File: config.mk
export PLATFORM = sky130hd
export DESIGN_NAME = pipe_stage_reg
export DESIGN_NICKNAME = d
export VERILOG_FILES = /design/src/rtl/pipe_pkg.sv /design/src/rtl/pipe_skid_ctrl.sv /design/src/rtl/pipe_stage_reg.sv
export SDC_FILE = /design/constraint.sdc
export NUM_CORES = 1
export LEC_CHECK = 0
export ABC_AREA = 1
export CAP_MARGIN = 40
export CORE_MARGIN = 1
export CORE_UTILIZATION = 35
export CTS_BUF_LIST = sky130_fd_sc_hd__clkbuf_8
export CTS_CLUSTER_DIAMETER = 150
export DETAILED_ROUTE_END_ITERATION = 8
export DONT_BUFFER_PORTS = 1
export MAX_ROUTING_LAYER = met4
export PLACE_DENSITY = 0.5
export REMOVE_ABC_BUFFERS = 1
export SLEW_MARGIN = 20
export SYNTH_ARGS = -nofsm -noshare
export SYNTH_HDL_FRONTEND = slang
export SYNTH_SLANG_ARGS = --single-unit
File: constraint.sdc
create_clock -name clk -period 14 [get_ports clk]
set_clock_uncertainty 0.1 [all_clocks]
set_input_delay 2.8 -clock clk [delete_from_list [all_inputs] [get_ports clk]]
set_output_delay 2.8 -clock clk [all_outputs]
set_load 0.01 [all_outputs]
File: src/rtl/pipe_pkg.sv
// rtl/pipe_pkg.sv - shared types and helpers for the handshaked pipeline stage register
//
// Contents:
//   pipe_state_e  : occupancy of the stage (empty, main only, main + skid)
//   CNT_W         : width of the optional statistics counters (PIPE_STATS_EN)
//   payload_width : total bits carried per item (ctrl + all data channels + tag)
package pipe_pkg;

  typedef enum logic [1:0] {
    ST_EMPTY = 2'd0,
    ST_ONE   = 2'd1,
    ST_FULL  = 2'd2
  } pipe_state_e;

  localparam int CNT_W = 16;

  function automatic int payload_width(input int ctrl_w, input int data_w,
                                       input int num_ch, input int tag_w);
    return ctrl_w + num_ch * data_w + tag_w;
  endfunction

endpackage

File: src/rtl/pipe_skid_ctrl.sv
// rtl/pipe_skid_ctrl.sv - occupancy state machine for the two-entry skid stage
//
// Ports:
//   clk, rst        : clock (posedge), asynchronous active-high reset
//   flush           : squash stage contents and the same-cycle input
//   in_valid        : upstream offers an item
//   out_ready       : downstream accepts the main entry
//   in_ready        : registered; high whenever the stage will not be FULL
//   out_valid       : main entry holds a valid item
//   load_main       : capture the input into the main entry
//   load_skid       : capture the input into the skid entry
//   main_from_skid  : move the skid entry into the main entry
//   clr_ctrl        : clear the ctrl field of both entries (flush)
module pipe_skid_ctrl
  import pipe_pkg::*;
(
  input  logic clk,
  input  logic rst,
  input  logic flush,
  input  logic in_valid,
  input  logic out_ready,
  output logic in_ready,
  output logic out_valid,
  output logic load_main,
  output logic load_skid,
  output logic main_from_skid,
  output logic clr_ctrl
);

  pipe_state_e state_q, state_d;
  logic        in_ready_q, in_ready_d;
  logic        push, pop;

  assign in_ready  = in_ready_q;
  assign out_valid = (state_q != ST_EMPTY);

  always_comb begin
    state_d        = state_q;
    load_main      = 1'b0;
    load_skid      = 1'b0;
    main_from_skid = 1'b0;
    clr_ctrl       = 1'b0;
    push           = in_valid & in_ready_q;
    pop            = out_valid & out_ready;

    if (flush) begin
      // Flush outranks push and pop: the offered input is simply dropped.
      state_d  = ST_EMPTY;
      clr_ctrl = 1'b1;
    end else begin
      unique case (state_q)
        ST_EMPTY: begin
          if (push) begin
            state_d   = ST_ONE;
            load_main = 1'b1;
          end
        end
        ST_ONE: begin
          if (push && pop) begin
            load_main = 1'b1;
          end else if (push) begin
            state_d   = ST_FULL;
            load_skid = 1'b1;
          end else if (pop) begin
            state_d = ST_EMPTY;
          end
        end
        ST_FULL: begin
          // in_ready is low here, so push cannot occur.
          if (pop) begin
            state_d        = ST_ONE;
            main_from_skid = 1'b1;
          end
        end
        default: state_d = ST_EMPTY;
      endcase
    end

    // Computed from next state so ready comes straight out of a flop.
    in_ready_d = (state_d != ST_FULL);
  end

  always_ff @(posedge clk or posedge rst) begin
    if (rst) begin
      state_q    <= ST_EMPTY;
      in_ready_q <= 1'b1;
    end else begin
      state_q    <= state_d;
      in_ready_q <= in_ready_d;
    end
  end

endmodule

File: src/rtl/pipe_stage_reg.sv
// rtl/pipe_stage_reg.sv - parametrised handshaked pipeline stage register with skid buffer
//
// Ports:
//   clk, rst            : clock (posedge), asynchronous active-high reset
//   flush               : synchronous squash of stage contents and same-cycle input
//   in_valid/in_ready   : upstream handshake; in_ready is registered
//   in_ctrl/data/tag    : incoming item; channel k at in_data[k*DATA_W +: DATA_W]
//   out_valid/out_ready : downstream handshake
//   out_ctrl/data/tag   : main entry; out_ctrl forced to 0 while out_valid=0
//   bubble_cnt          : (PIPE_STATS_EN only) saturating count of out_valid=0 && out_ready=1
//   flush_cnt           : (PIPE_STATS_EN only) saturating count of flush cycles
//
// Build option: define PIPE_STATS_EN to add the bubble/flush statistics counters.
module pipe_stage_reg
  import pipe_pkg::*;
#(
  parameter int CTRL_W    = 12,
  parameter int DATA_W    = 32,
  parameter int NUM_CH    = 4,
  parameter int TAG_W     = 15,
  parameter int ZERO_DATA = 0
) (
  input  logic                     clk,
  input  logic                     rst,
  input  logic                     flush,
  input  logic                     in_valid,
  output logic                     in_ready,
  input  logic [CTRL_W-1:0]        in_ctrl,
  input  logic [NUM_CH*DATA_W-1:0] in_data,
  input  logic [TAG_W-1:0]         in_tag,
  output logic                     out_valid,
  input  logic                     out_ready,
  output logic [CTRL_W-1:0]        out_ctrl,
  output logic [NUM_CH*DATA_W-1:0] out_data,
`ifdef PIPE_STATS_EN
  output logic [CNT_W-1:0]         bubble_cnt,
  output logic [CNT_W-1:0]         flush_cnt,
`endif
  output logic [TAG_W-1:0]         out_tag
);

  localparam int DW = NUM_CH * DATA_W;
  localparam int PW = payload_width(CTRL_W, DATA_W, NUM_CH, TAG_W);

  // Payload layout: {ctrl, data, tag}. On flush the entries are ANDed with
  // FLUSH_KEEP, which always drops ctrl and optionally drops data/tag too.
  localparam logic [PW-1:0] CTRL_CLR   = {{CTRL_W{1'b0}}, {(DW + TAG_W){1'b1}}};
  localparam logic [PW-1:0] FLUSH_KEEP = (ZERO_DATA != 0) ? {PW{1'b0}} : CTRL_CLR;

  logic          load_main, load_skid, main_from_skid, clr_ctrl;
  logic [PW-1:0] in_payload;
  logic [PW-1:0] main_q, main_d;
  logic [PW-1:0] skid_q, skid_d;

  pipe_skid_ctrl u_ctrl (
    .clk            (clk),
    .rst            (rst),
    .flush          (flush),
    .in_valid       (in_valid),
    .out_ready      (out_ready),
    .in_ready       (in_ready),
    .out_valid      (out_valid),
    .load_main      (load_main),
    .load_skid      (load_skid),
    .main_from_skid (main_from_skid),
    .clr_ctrl       (clr_ctrl)
  );

  assign in_payload = {in_ctrl, in_data, in_tag};

  always_comb begin
    main_d = main_q;
    skid_d = skid_q;
    if (clr_ctrl) begin
      main_d = main_q & FLUSH_KEEP;
      skid_d = skid_q & FLUSH_KEEP;
    end else begin
      if (load_main)      main_d = in_payload;
      if (main_from_skid) main_d = skid_q;
      if (load_skid)      skid_d = in_payload;
    end
  end

  always_ff @(posedge clk or posedge rst) begin
    if (rst) begin
      main_q <= '0;
      skid_q <= '0;
    end else begin
      main_q <= main_d;
      skid_q <= skid_d;
    end
  end

  // Outputs come from the main entry only; no input-to-output path.
  assign out_ctrl = out_valid ? main_q[PW-1 -: CTRL_W] : '0;
  assign out_data = main_q[TAG_W +: DW];
  assign out_tag  = main_q[TAG_W-1:0];

`ifdef PIPE_STATS_EN
  localparam logic [CNT_W-1:0] CNT_ONE = {{(CNT_W-1){1'b0}}, 1'b1};

  logic [CNT_W-1:0] bubble_cnt_q, bubble_cnt_d;
  logic [CNT_W-1:0] flush_cnt_q, flush_cnt_d;

  always_comb begin
    bubble_cnt_d = bubble_cnt_q;
    flush_cnt_d  = flush_cnt_q;
    if (!out_valid && out_ready && (bubble_cnt_q != {CNT_W{1'b1}}))
      bubble_cnt_d = bubble_cnt_q + CNT_ONE;
    if (flush && (flush_cnt_q != {CNT_W{1'b1}}))
      flush_cnt_d = flush_cnt_q + CNT_ONE;
  end

  always_ff @(posedge clk or posedge rst) begin
    if (rst) begin
      bubble_cnt_q <= '0;
      flush_cnt_q  <= '0;
    end else begin
      bubble_cnt_q <= bubble_cnt_d;
      flush_cnt_q  <= flush_cnt_d;
    end
  end

  assign bubble_cnt = bubble_cnt_q;
  assign flush_cnt  = flush_cnt_q;
`endif

endmodule
==> results.tsv <==
metric	value	unit
status	completed	
count of final max-slew check failures	0	
Max Clk Rate	0.192	GHz
Post-Route WL	45700	um
post-synthesis register bit count	313	
antenna cells	0	
Critical Path End Type	flop	
CP delay by family, top	simple AND/OR/NAND/NOR gates	
VDD IR-drop max	0.0761	mV
DR iter-0 viols	970	
first-pass GRT wire length	72200	um
CP Data Required Time	14.48	ns
Synth area leader	dfrtp_1	
Post-DRT Antenna Nets	0	
initial antenna violation count	0	
clk buf depth	3	
placeable core area	44300	um2
root buf cell	clkbuf_8	
count leader, synth	nand2_1	
largest net degree at the start of global routing	158	
internal power	1.77	mW
synth unique cells	21	
dpl cells	2379	
CP bufs+invs	2	
synth warn	0	
power per standard cell area	160	nW/um2
top cells by area, synth	dfrtp_1, nand2_1, nand3_1	
Post-synth EDFFs	0	
TritonRoute pass-1 iters	5	
Vias	12469	
Post-CTS Setup Bufs	0	
global route overflow	0	
critical path's slowest cell	nand2_8	
Avg Vias per Cell	5.01	
min-delay src	skid_q[41]	
Power Total	2.61	mW
Sw Share	0.323	
# port buffers	0	
post-DP HPWL	25600	um
top_reg_cell synth	dfrtp_1	
final setup violation count	0	
critical path, cell by cell	nand2_1 > nor3_4 > buf_12 > nand2_4 > nand2_8 > buf_16 > nand2_1 > nand2_1	
vias in the first global route	11991	
Final min period	5.21	ns
Critical Path Start	in_valid	
Mapped Cells	2060	
Worst Tran Pin Value	0.910	ns
clk_lat worst skew	0.64	ns
P&R area growth vs syn	3.72	%
unrepaired setup endpoints after global routing	false	
CTS H-Tree Depth	2	
Post-CTS Resized	0	
fin util	0.369	
Slew Limit Headroom	0.393	
sequential share of power	0.517	
GRT Overall Usage	0.203	
Boundary Pins	317	
clock buffer count from CTS	57	
CP peak stage delay	0.62	ns
Combinational Power Share	0.141	
Worst-path clk slew	0.06	ns
Avg WL per Cell	18.4	um
Leak Pwr	8.85	nW
Final period util	0.372	
max cap viols	0	
clock sink total	313	
CTS tree	yes	
DIE AREA	45900	um2
most used cell along the critical path	nand2_1	
fraction of registers with async set/reset	1.00	
die width	214	um
critical path startpoint category	primary input	
Net count, final	2010	
Post-synth top cells	nand2_1, nand3_1, dfrtp_1	
Post-Layout Cell Count	2487	
Die Y	214	um
post-synthesis cell area	15800	um2
GPL Wtd Cong	0.791	
worst setup path class	primary input to flop	
post-cts hold buffer count	0	
final hold violations	0	
Clk pwr share	0.342	
sequential area share after synthesis	0.497	
largest fanout on the critical path	157	
Avg Inst Size Synth	7.65	um2
num rows	77	
top cell type's share of synthesized area	0.495	
switching power	0.845	mW
Hold Path Class	flop to flop	
Initial Util	0.356	
RR Startpoint	u_ctrl.in_ready	
CP Data Arrival Time	5.69	ns
layout cell share with drive strength beyond 1	0.0670	
drt drc	0	
-- routing by layer --
metal / wire [um] / GRT usage / vias up
met5: 0 / - / -
met3: 3410 / 0.0566 / 68
li1: - / - / 6032
met2: 20600 / 0.297 / 375
met4: 1100 / 0.0664 / 0
met1: 20500 / 0.271 / 5994
-- cell usage in the layout, fill, tap and decap left out, types with 2 or more instances in the layout --
cell	n
nand2_1	925
nand3_1	465
dfrtp_1	312
clkbuf_8	78
inv_1	34
nor2_1	15
buf_4	15
nand4_1	13
clkinv_2	7
buf_16	7
buf_12	6
nand2_4	4
inv_2	2
nor2_4	2
-- registers in the layout (all words and copies together), names as in the netlist --
name             flops
u_ctrl.in_ready      1
main_q             155
u_ctrl.state_q       2
skid_q             155
-- worst min-delay path, stage by stage, from the launching register on --
cell	delay, ns
dfrtp_1	0.34
nand2_1	0.05
nand2_1	0.05
-- power by group through the flow --
stage               registers (mW)  logic, mW  clock network [mW]
floorplan                     1.31      0.286                   0
global placement              1.36      0.357                   0
detailed placement            1.36      0.374                   0
CTS                           1.35      0.374               0.931
global route                  1.38      0.437               0.965
finish                        1.35      0.370               0.893
-- path summary, 6_finish.rpt --
check | end | slack [ns] | cells past startpoint
max | main_q[2] | 8.79 | 8
min reg2reg | skid_q[41] | 0.37 | 2
max in group asynchronous | skid_q[103] | 10.64 | 2
min in group asynchronous | skid_q[50] | 1.94 | 1
max reg2reg | main_q[2] | 10.38 | 8
min | skid_q[41] | 0.37 | 2
-- logic make-up (layout without fill, tap and decap cells) --
logic type             count (synthesis)  count (layout)  synth area share
and+or+nand+nor                     1427            1427             0.381
DFF                                  313             313             0.497
buffers and inverters                317             152             0.120
AOI/OAI and AO/OA                      3               3           0.00199
-- cell type report --
cell class                      instances  area, um2
Fill cell                            4657      28000
Sequential cell                       313       7830
Multi-Input combinational cell       1430       6080
Clock buffer                           78       1070
Tap cell                              592        741
Timing Repair Buffer                   28        425
Clock inverter                         26        110
Inverter                               20       82.6
-- stage by stage --
step / cell area [um2] / setup WS [ns] / TNS [ns] / hold slack, ns
floorplan: 13900 / -3.73 / -575.93 / 0.343
global placement: 14900 / 8.05 / 0 / 0.353
detailed placement: 15100 / 8.04 / 0 / 0.359
CTS: 16200 / 8.76 / 0 / 0.372
global route: 16300 / 8.57 / 0 / 0.381
finish: 16300 / 8.79 / 0 / 0.369
No activity file was read; power rests on OpenSTA's default activity.
